[config.mk]
export PLATFORM = sky130hd
export DESIGN_NAME = dmem_arbiter
export DESIGN_NICKNAME = d
export VERILOG_FILES = /design/src/rtl/dmem_pkg.sv /design/src/rtl/dmem_arb_pick.sv /design/src/rtl/dmem_arbiter.sv
export SDC_FILE = /design/constraint.sdc
export NUM_CORES = 1
export LEC_CHECK = 0
export ABC_AREA = 1
export CAP_MARGIN = 20
export CELL_PAD_IN_SITES_DETAIL_PLACEMENT = 1
export CELL_PAD_IN_SITES_GLOBAL_PLACEMENT = 1
export CORE_ASPECT_RATIO = 1.1
export CORE_MARGIN = 2
export CORE_UTILIZATION = 27
export DETAILED_ROUTE_END_ITERATION = 8
export PLACE_DENSITY = 0.85
export SETUP_SLACK_MARGIN = 0.05
export SYNTH_ARGS = -nofsm -noshare
export SYNTH_HDL_FRONTEND = slang
export SYNTH_SLANG_ARGS = --single-unit
[constraint.sdc]
create_clock -name clk -period 3.2 [get_ports clk]
set_input_delay 0.32 -clock clk [delete_from_list [all_inputs] [get_ports clk]]
set_output_delay 0.32 -clock clk [all_outputs]
set_load 0.01 [all_outputs]
[src/rtl/dmem_pkg.sv]
`default_nettype none
// dmem_pkg: shared MemLen encodings, arbiter FSM states and length helpers
// for the MEM-stage data-memory arbiter.
package dmem_pkg;

  localparam logic [2:0] LEN_B  = 3'd0;
  localparam logic [2:0] LEN_H  = 3'd1;
  localparam logic [2:0] LEN_W  = 3'd2;
  localparam logic [2:0] LEN_BU = 3'd3;
  localparam logic [2:0] LEN_HU = 3'd4;

  typedef enum logic [0:0] {
    ST_ARB  = 1'b0,
    ST_LOCK = 1'b1
  } state_t;

  function automatic logic is_legal_len(input logic [2:0] len);
    return (len == LEN_B) || (len == LEN_H) || (len == LEN_W) ||
           (len == LEN_BU) || (len == LEN_HU);
  endfunction

  // The memory write path only decodes byte/half/word, so unsigned
  // store lengths collapse onto their signed twins.
  function automatic logic [2:0] store_len(input logic [2:0] len);
    logic [2:0] res;
    res = len;
    if (len == LEN_BU) res = LEN_B;
    if (len == LEN_HU) res = LEN_H;
    return res;
  endfunction

endpackage
`default_nettype wire

[src/rtl/dmem_arb_pick.sv]
`default_nettype none
// dmem_arb_pick: combinational winner selection between the core (port 0)
// and the loader (port 1), for fixed-priority or round-robin policy.
module dmem_arb_pick
  import dmem_pkg::*;
#(
  parameter int MAX_WAIT = 4,
  parameter int WW       = 3
) (
  input  logic          mode,
  input  logic          req0,
  input  logic          req1,
  input  logic          last_grant,
  input  logic [WW-1:0] wait_cnt,
  input  state_t        state,
  output logic          sel,
  output logic          grant_valid
);

  logic starved;
  assign starved = (wait_cnt == WW'(MAX_WAIT));

  always_comb begin
    sel         = 1'b0;
    grant_valid = req0 | req1;
    if (state == ST_LOCK) begin
      sel         = 1'b1;
      grant_valid = req1;
    end else if (mode) begin
      sel = (req0 && req1) ? ~last_grant : req1;
    end else begin
      // Port 1 only overrides port 0 once it has waited MAX_WAIT cycles.
      sel = req1 && (!req0 || starved);
    end
  end

endmodule
`default_nettype wire

[src/rtl/dmem_arbiter.sv]
`default_nettype none
// dmem_arbiter: two-port arbiter/sequencer in front of the single-port data
// memory; steers 1-cycle read data back to the issuing port, supports a lock.
module dmem_arbiter
  import dmem_pkg::*;
#(
  parameter int AW       = 8,
  parameter int ARB_MODE = 0,
  parameter int MAX_WAIT = 4
) (
  input  logic          clk,
  input  logic          rst_n,
  input  logic          req0,
  input  logic          we0,
  input  logic [2:0]    len0,
  input  logic [AW-1:0] addr0,
  input  logic [31:0]   wdata0,
  output logic          gnt0,
  output logic          rvalid0,
  output logic [31:0]   rdata0,
  output logic          rerr0,
  input  logic          req1,
  input  logic          we1,
  input  logic [2:0]    len1,
  input  logic [AW-1:0] addr1,
  input  logic [31:0]   wdata1,
  output logic          gnt1,
  output logic          rvalid1,
  output logic [31:0]   rdata1,
  output logic          rerr1,
  input  logic          lock1,
  output logic [AW-1:0] mem_addr,
  output logic [31:0]   mem_in,
  output logic [2:0]    mem_len,
  output logic          mem_read,
  output logic          mem_write,
  output logic          mem_ce,
  input  logic [31:0]   mem_out
);

  localparam int WW = (MAX_WAIT < 2) ? 1 : $clog2(MAX_WAIT + 1);

  state_t        state, state_nx, arb_state;
  logic          last_grant;
  logic [WW-1:0] wait_cnt;
  logic          sel, grant_valid;

  logic          win_we, win_legal;
  logic [2:0]    win_len;
  logic [AW-1:0] win_addr;
  logic [31:0]   win_wdata;

  logic          rsp_valid0, rsp_valid1, rsp_err0, rsp_err1;
  logic [31:0]   hold0, hold1;

  // The cycle lock1 drops is already arbitrated as a normal ARB cycle.
  assign arb_state = (state == ST_LOCK && lock1) ? ST_LOCK : ST_ARB;

  dmem_arb_pick #(
    .MAX_WAIT (MAX_WAIT),
    .WW       (WW)
  ) u_pick (
    .mode        (ARB_MODE != 0),
    .req0        (req0),
    .req1        (req1),
    .last_grant  (last_grant),
    .wait_cnt    (wait_cnt),
    .state       (arb_state),
    .sel         (sel),
    .grant_valid (grant_valid)
  );

  assign win_we    = sel ? we1    : we0;
  assign win_len   = sel ? len1   : len0;
  assign win_addr  = sel ? addr1  : addr0;
  assign win_wdata = sel ? wdata1 : wdata0;
  assign win_legal = is_legal_len(win_len);

  always_comb begin
    gnt0      = grant_valid & ~sel;
    gnt1      = grant_valid & sel;
    mem_addr  = '0;
    mem_in    = 32'h0;
    mem_len   = 3'd0;
    mem_read  = 1'b0;
    mem_write = 1'b0;
    mem_ce    = 1'b0;
    if (grant_valid) begin
      mem_addr  = win_addr;
      mem_in    = win_wdata;
      mem_len   = win_we ? store_len(win_len) : win_len;
      // An illegal length is consumed without touching memory.
      mem_ce    = win_legal;
      mem_read  = win_legal & ~win_we;
      mem_write = win_legal & win_we;
    end
    state_nx = (arb_state == ST_LOCK || (gnt1 && lock1)) ? ST_LOCK : ST_ARB;
  end

  always_ff @(posedge clk or negedge rst_n) begin
    if (!rst_n) state <= ST_ARB;
    else        state <= state_nx;
  end

  always_ff @(posedge clk or negedge rst_n) begin
    if (!rst_n) begin
      last_grant <= 1'b1;
      wait_cnt   <= '0;
      rsp_valid0 <= 1'b0;
      rsp_valid1 <= 1'b0;
      rsp_err0   <= 1'b0;
      rsp_err1   <= 1'b0;
      hold0      <= 32'h0;
      hold1      <= 32'h0;
    end else begin
      if (grant_valid) last_grant <= sel;
      if (!req1 || gnt1)                    wait_cnt <= '0;
      else if (wait_cnt != WW'(MAX_WAIT))   wait_cnt <= wait_cnt + WW'(1);
      rsp_valid0 <= gnt0 & ~we0;
      rsp_valid1 <= gnt1 & ~we1;
      rsp_err0   <= gnt0 & ~is_legal_len(len0);
      rsp_err1   <= gnt1 & ~is_legal_len(len1);
      if (rsp_valid0) hold0 <= rdata0;
      if (rsp_valid1) hold1 <= rdata1;
    end
  end

  assign rvalid0 = rsp_valid0;
  assign rvalid1 = rsp_valid1;
  assign rerr0   = rsp_err0;
  assign rerr1   = rsp_err1;
  // Live memory data in the response cycle, last response held afterwards.
  assign rdata0  = rsp_valid0 ? (rsp_err0 ? 32'h0 : mem_out) : hold0;
  assign rdata1  = rsp_valid1 ? (rsp_err1 ? 32'h0 : mem_out) : hold1;

endmodule
`default_nettype wire

==> results by group <==
Run status
  • Outcome: finished clean

Global routing
  • Number of antenna violations at the first check in global routing: 0
  • GRT Resource Usage Total: 0.2016
  • Overflow left after global routing: 0
  • Largest net degree at the start of global routing: 73
  • First-pass GRT wire length: 24500 um
  • Vias in the first global route: 4549

Route
  • Final ANT Viol Nets: 0
  • Iteration-0 DRC Markers: 272
  • Post-detailed-route via-to-cell ratio: 4.930
  • DRC errors left: 0
  • Routed via count: 4255
  • Total detailed-routing wirelength: 15670 um
  • Average detailed-routed wire length per instance: 18.15 um
  • Drt pass-1 iters: 4

STA
  • Crit path time final: 2.871 ns
  • Slew @ Worst Pin: 0.9375 ns
  • Final-report hold violation count: 0
  • Maximum achievable frequency: 0.3483 GHz
  • Setup_tns: 0 ns
  • Setup slack after layout: 0.3289 ns
  • Unrepaired setup endpoints after global routing: no
  • Post-Route Skew: 0.004203 ns
  • Final count of negative-setup-slack endpoints: 0
  • Ratio of final minimum period to clock period: 0.8972
  • Worst max-slew margin expressed relative to the limit: 0.3750
  • Slew Limit Fails: 0

Die
  • Row cnt: 46
  • Top-Level Pins: 241
  • Die H: 129.9 um
  • Die area: 0.01539 mm^2
  • Effective utilization at floorplan: 0.2726
  • Width of the die: 118.5 um
  • Core ar.: 0.01427 mm^2

Clock tree
  • Clock sink count: 72
  • Clock tree from TritonCTS: yes
  • Worst-Skew Late Latency: 0.33 ns
  • Buffer depth of the longest clock path: 2
  • # H-tree levels: 3
  • Clock-pin slew of the registers on the worst-case setup and hold paths: 0.06 ns
  • # Post-CTS Setup Buffers: 0
  • Cts hold-fix bufs: 0
  • Total clock buffers created by CTS: 9
  • Cells resized by post-CTS repair: 0
  • Clk root buf: sky130_fd_sc_hd__clkbuf_16

Critical path
  • Largest fanout on the critical path: 32
  • Endpoint required time on the critical path: 2.88 ns
  • Startpoint class of the critical path: flip-flop
  • Critical path class: flip-flop to output port
  • Type of element capturing the critical path: output port
  • Critical path arrival: 2.55 ns

Power
  • Portion of total power attributed to the clock network: 0.275
  • Reg power frac: 0.326
  • Portion of total power attributed to combinational logic: 0.399
  • Reported net switching power: 1070 uW
  • Switching share of power: 0.3100
  • PwrDens: 513.8 mW/mm^2
  • Total power: 3453 uW
  • Static leakage: 0.002972 uW
  • Internal: 2382 uW
  • Peak supply drop: 0.2424 mV

Logic synthesis
  • Count of state elements after synthesis: 72
  • Count of distinct cell types in the synthesized netlist: 24
  • EDFF count, synth: 0
  • Main synth FF type: sky130_fd_sc_hd__dfrtp_1
  • Netlist area before placement: 0.003891 mm^2
  • Syn_area_per_cell: 8.824 um^2
  • Warnings, synthesis: 0
  • Async SR Flop Fraction: 1.000
  • Post-synthesis instance total: 441
  • Portion of the post-synthesis area used by sequential elements: 0.4630
  • Net count of the mapped netlist: 568

Placed design
  • Last weighted congestion value of the routability-driven placer: 0.8163
  • Detailed placer's ending HPWL: 11970 um
  • I/O Buffers: 240
  • Post-placement setup slack: 0.4743 ns

Cells and area
  • Antenna diode count: 0
  • Final core area utilization: 0.4708
  • Count of nets after finishing: 793
  • Synth-to-Final Area Change: 72.70%
  • Fraction of final layout cells with drive strength greater than 1: 0.06855

Hold path
  • Tightest Hold Check Type: primary input to async pin

Flow run
  • Maximum Capacitance Violations: 0
## logic make-up after synthesis
logic type / count (synthesis) / share of synthesized area
DFF: 72 / 0.4630
buffers and inverters: 146 / 0.1563
and+or+nand+nor: 46 / 0.06367
AOI/OAI and AO/OA: 174 / 0.3084
adders and majority gates: 2 / 0.006430
xor gates and xnor gates: 1 / 0.002251
## cell usage in the layout (no fill, tap or decap)
master,instances
sky130_fd_sc_hd__o22ai_1,128
sky130_fd_sc_hd__nand2_2,12
sky130_fd_sc_hd__clkdlybuf4s50_1,239
sky130_fd_sc_hd__o21bai_1,1
sky130_fd_sc_hd__nor3_1,2
sky130_fd_sc_hd__nand3_2,2
sky130_fd_sc_hd__clkbuf_16,9
sky130_fd_sc_hd__a21oi_1,1
sky130_fd_sc_hd__nand3_1,8
sky130_fd_sc_hd__clkinv_4,1
sky130_fd_sc_hd__o21ai_0,1
sky130_fd_sc_hd__buf_4,7
sky130_fd_sc_hd__dfrtp_1,70
sky130_fd_sc_hd__inv_6,1
sky130_fd_sc_hd__a21oi_4,1
sky130_fd_sc_hd__nor2_4,1
sky130_fd_sc_hd__xnor2_1,1
sky130_fd_sc_hd__a22o_1,40
sky130_fd_sc_hd__a211oi_1,2
sky130_fd_sc_hd__nand2_1,10
sky130_fd_sc_hd__clkinv_2,2
sky130_fd_sc_hd__inv_2,2
sky130_fd_sc_hd__clkbuf_1,1
sky130_fd_sc_hd__nand2_4,2
sky130_fd_sc_hd__nor2_1,8
sky130_fd_sc_hd__buf_12,2
sky130_fd_sc_hd__nand4_1,1
sky130_fd_sc_hd__inv_1,110
sky130_fd_sc_hd__ha_1,2
sky130_fd_sc_hd__dfrtp_2,2
sky130_fd_sc_hd__clkbuf_8,2
## through the flow
| stage | cell area [um^2] | instances | hold slack, ns |
|---|---|---|---|
| after floorplan | 3891 | 441 | 0.02441 |
| after global placement | 6436 | 847 | 0.4452 |
| after detailed placement | 6436 | 847 | 0.4521 |
| after CTS | 6720 | 863 | 0.1626 |
| after global routing | 6720 | 863 | 0.1950 |
| final | 6720 | 863 | 0.1249 |
## final cells by class
cell class                 instances  area [um^2]
timing repair buffer             248         2485
tap                              192        240.2
sequential                        72         1804
fill                            1661         7553
inverter                         112        420.4
clock inverter                     4        27.53
clock buffer                      12        256.5
multi-input combinational        223         1486
## power groups by stage
stage	Combinational [uW]	Clock [uW]	Sequential, uW
2_1_floorplan	623	0	1120
3_3_place_gp	1330	0	1130
3_5_place_dp	1380	0	1140
4_1_cts	1390	979	1130
5_1_grt	1490	1020	1140
6_report	1380	951	1120
## Yosys cell counts (8+ instances only)
| master | n | area (um^2) |
|---|---|---|
| sky130_fd_sc_hd__buf_6 | 8 | 90.09 |
| sky130_fd_sc_hd__buf_1 | 10 | 37.54 |
| sky130_fd_sc_hd__nand3_1 | 8 | 40.04 |
| sky130_fd_sc_hd__clkbuf_1 | 16 | 60.06 |
| sky130_fd_sc_hd__nand2_2 | 10 | 62.56 |
| sky130_fd_sc_hd__nand2_1 | 12 | 45.04 |
| sky130_fd_sc_hd__o22ai_1 | 128 | 800.8 |
| sky130_fd_sc_hd__a22o_1 | 40 | 350.3 |
| sky130_fd_sc_hd__dfrtp_1 | 72 | 1802 |
| sky130_fd_sc_hd__nor2_1 | 8 | 30.03 |
| sky130_fd_sc_hd__inv_1 | 110 | 412.9 |
## metal layers
| metal | global-route usage | routed length, um |
|---|---|---|
| met5 | 0 | 0 |
| met1 | 0.2281 | 6057 |
| met2 | 0.3618 | 8129 |
| met4 | 0.05672 | 291 |
| met3 | 0.07212 | 1185 |
## worst max-delay path: stages, from the launching register on
cell and delay, ns:
sky130_fd_sc_hd__dfrtp_1 0.37, sky130_fd_sc_hd__inv_1 0.05, sky130_fd_sc_hd__ha_1 0.20, sky130_fd_sc_hd__nand2_1 0.11, sky130_fd_sc_hd__nand2_1 0.07, sky130_fd_sc_hd__nand2_2 0.12, sky130_fd_sc_hd__nand2_4 0.08, sky130_fd_sc_hd__nor2_4 0.25
sky130_fd_sc_hd__buf_12 0.22, sky130_fd_sc_hd__a22o_1 0.16, sky130_fd_sc_hd__clkdlybuf4s50_1 0.57
## flip-flops by register name, indices dropped and copies added, names as in the netlist
signal and flops:
rvalid0 1, rerr0 1, hold0 32, rvalid1 1
state 1, hold1 32, wait_cnt 3, rerr1 1
## final timing paths
kind,start,end,slack (ns),depth (start not counted)
min in group clk,wait_cnt[0]$_DFFE_PN0P_,wait_cnt[0]$_DFFE_PN0P_,0.46,1
max reg2reg,wait_cnt[0]$_DFFE_PN0P_,state$_DFF_PN0_,1.65,9
max in group asynchronous,rst_n,rvalid0$_DFF_PN0_,2.43,1
min,rst_n,hold1[14]$_DFFE_PN0P_,0.12,1
max,wait_cnt[0]$_DFFE_PN0P_,mem_addr[3],0.33,10
min reg2reg,wait_cnt[0]$_DFFE_PN0P_,wait_cnt[0]$_DFFE_PN0P_,0.46,1
(Power assumes the default switching activity.)
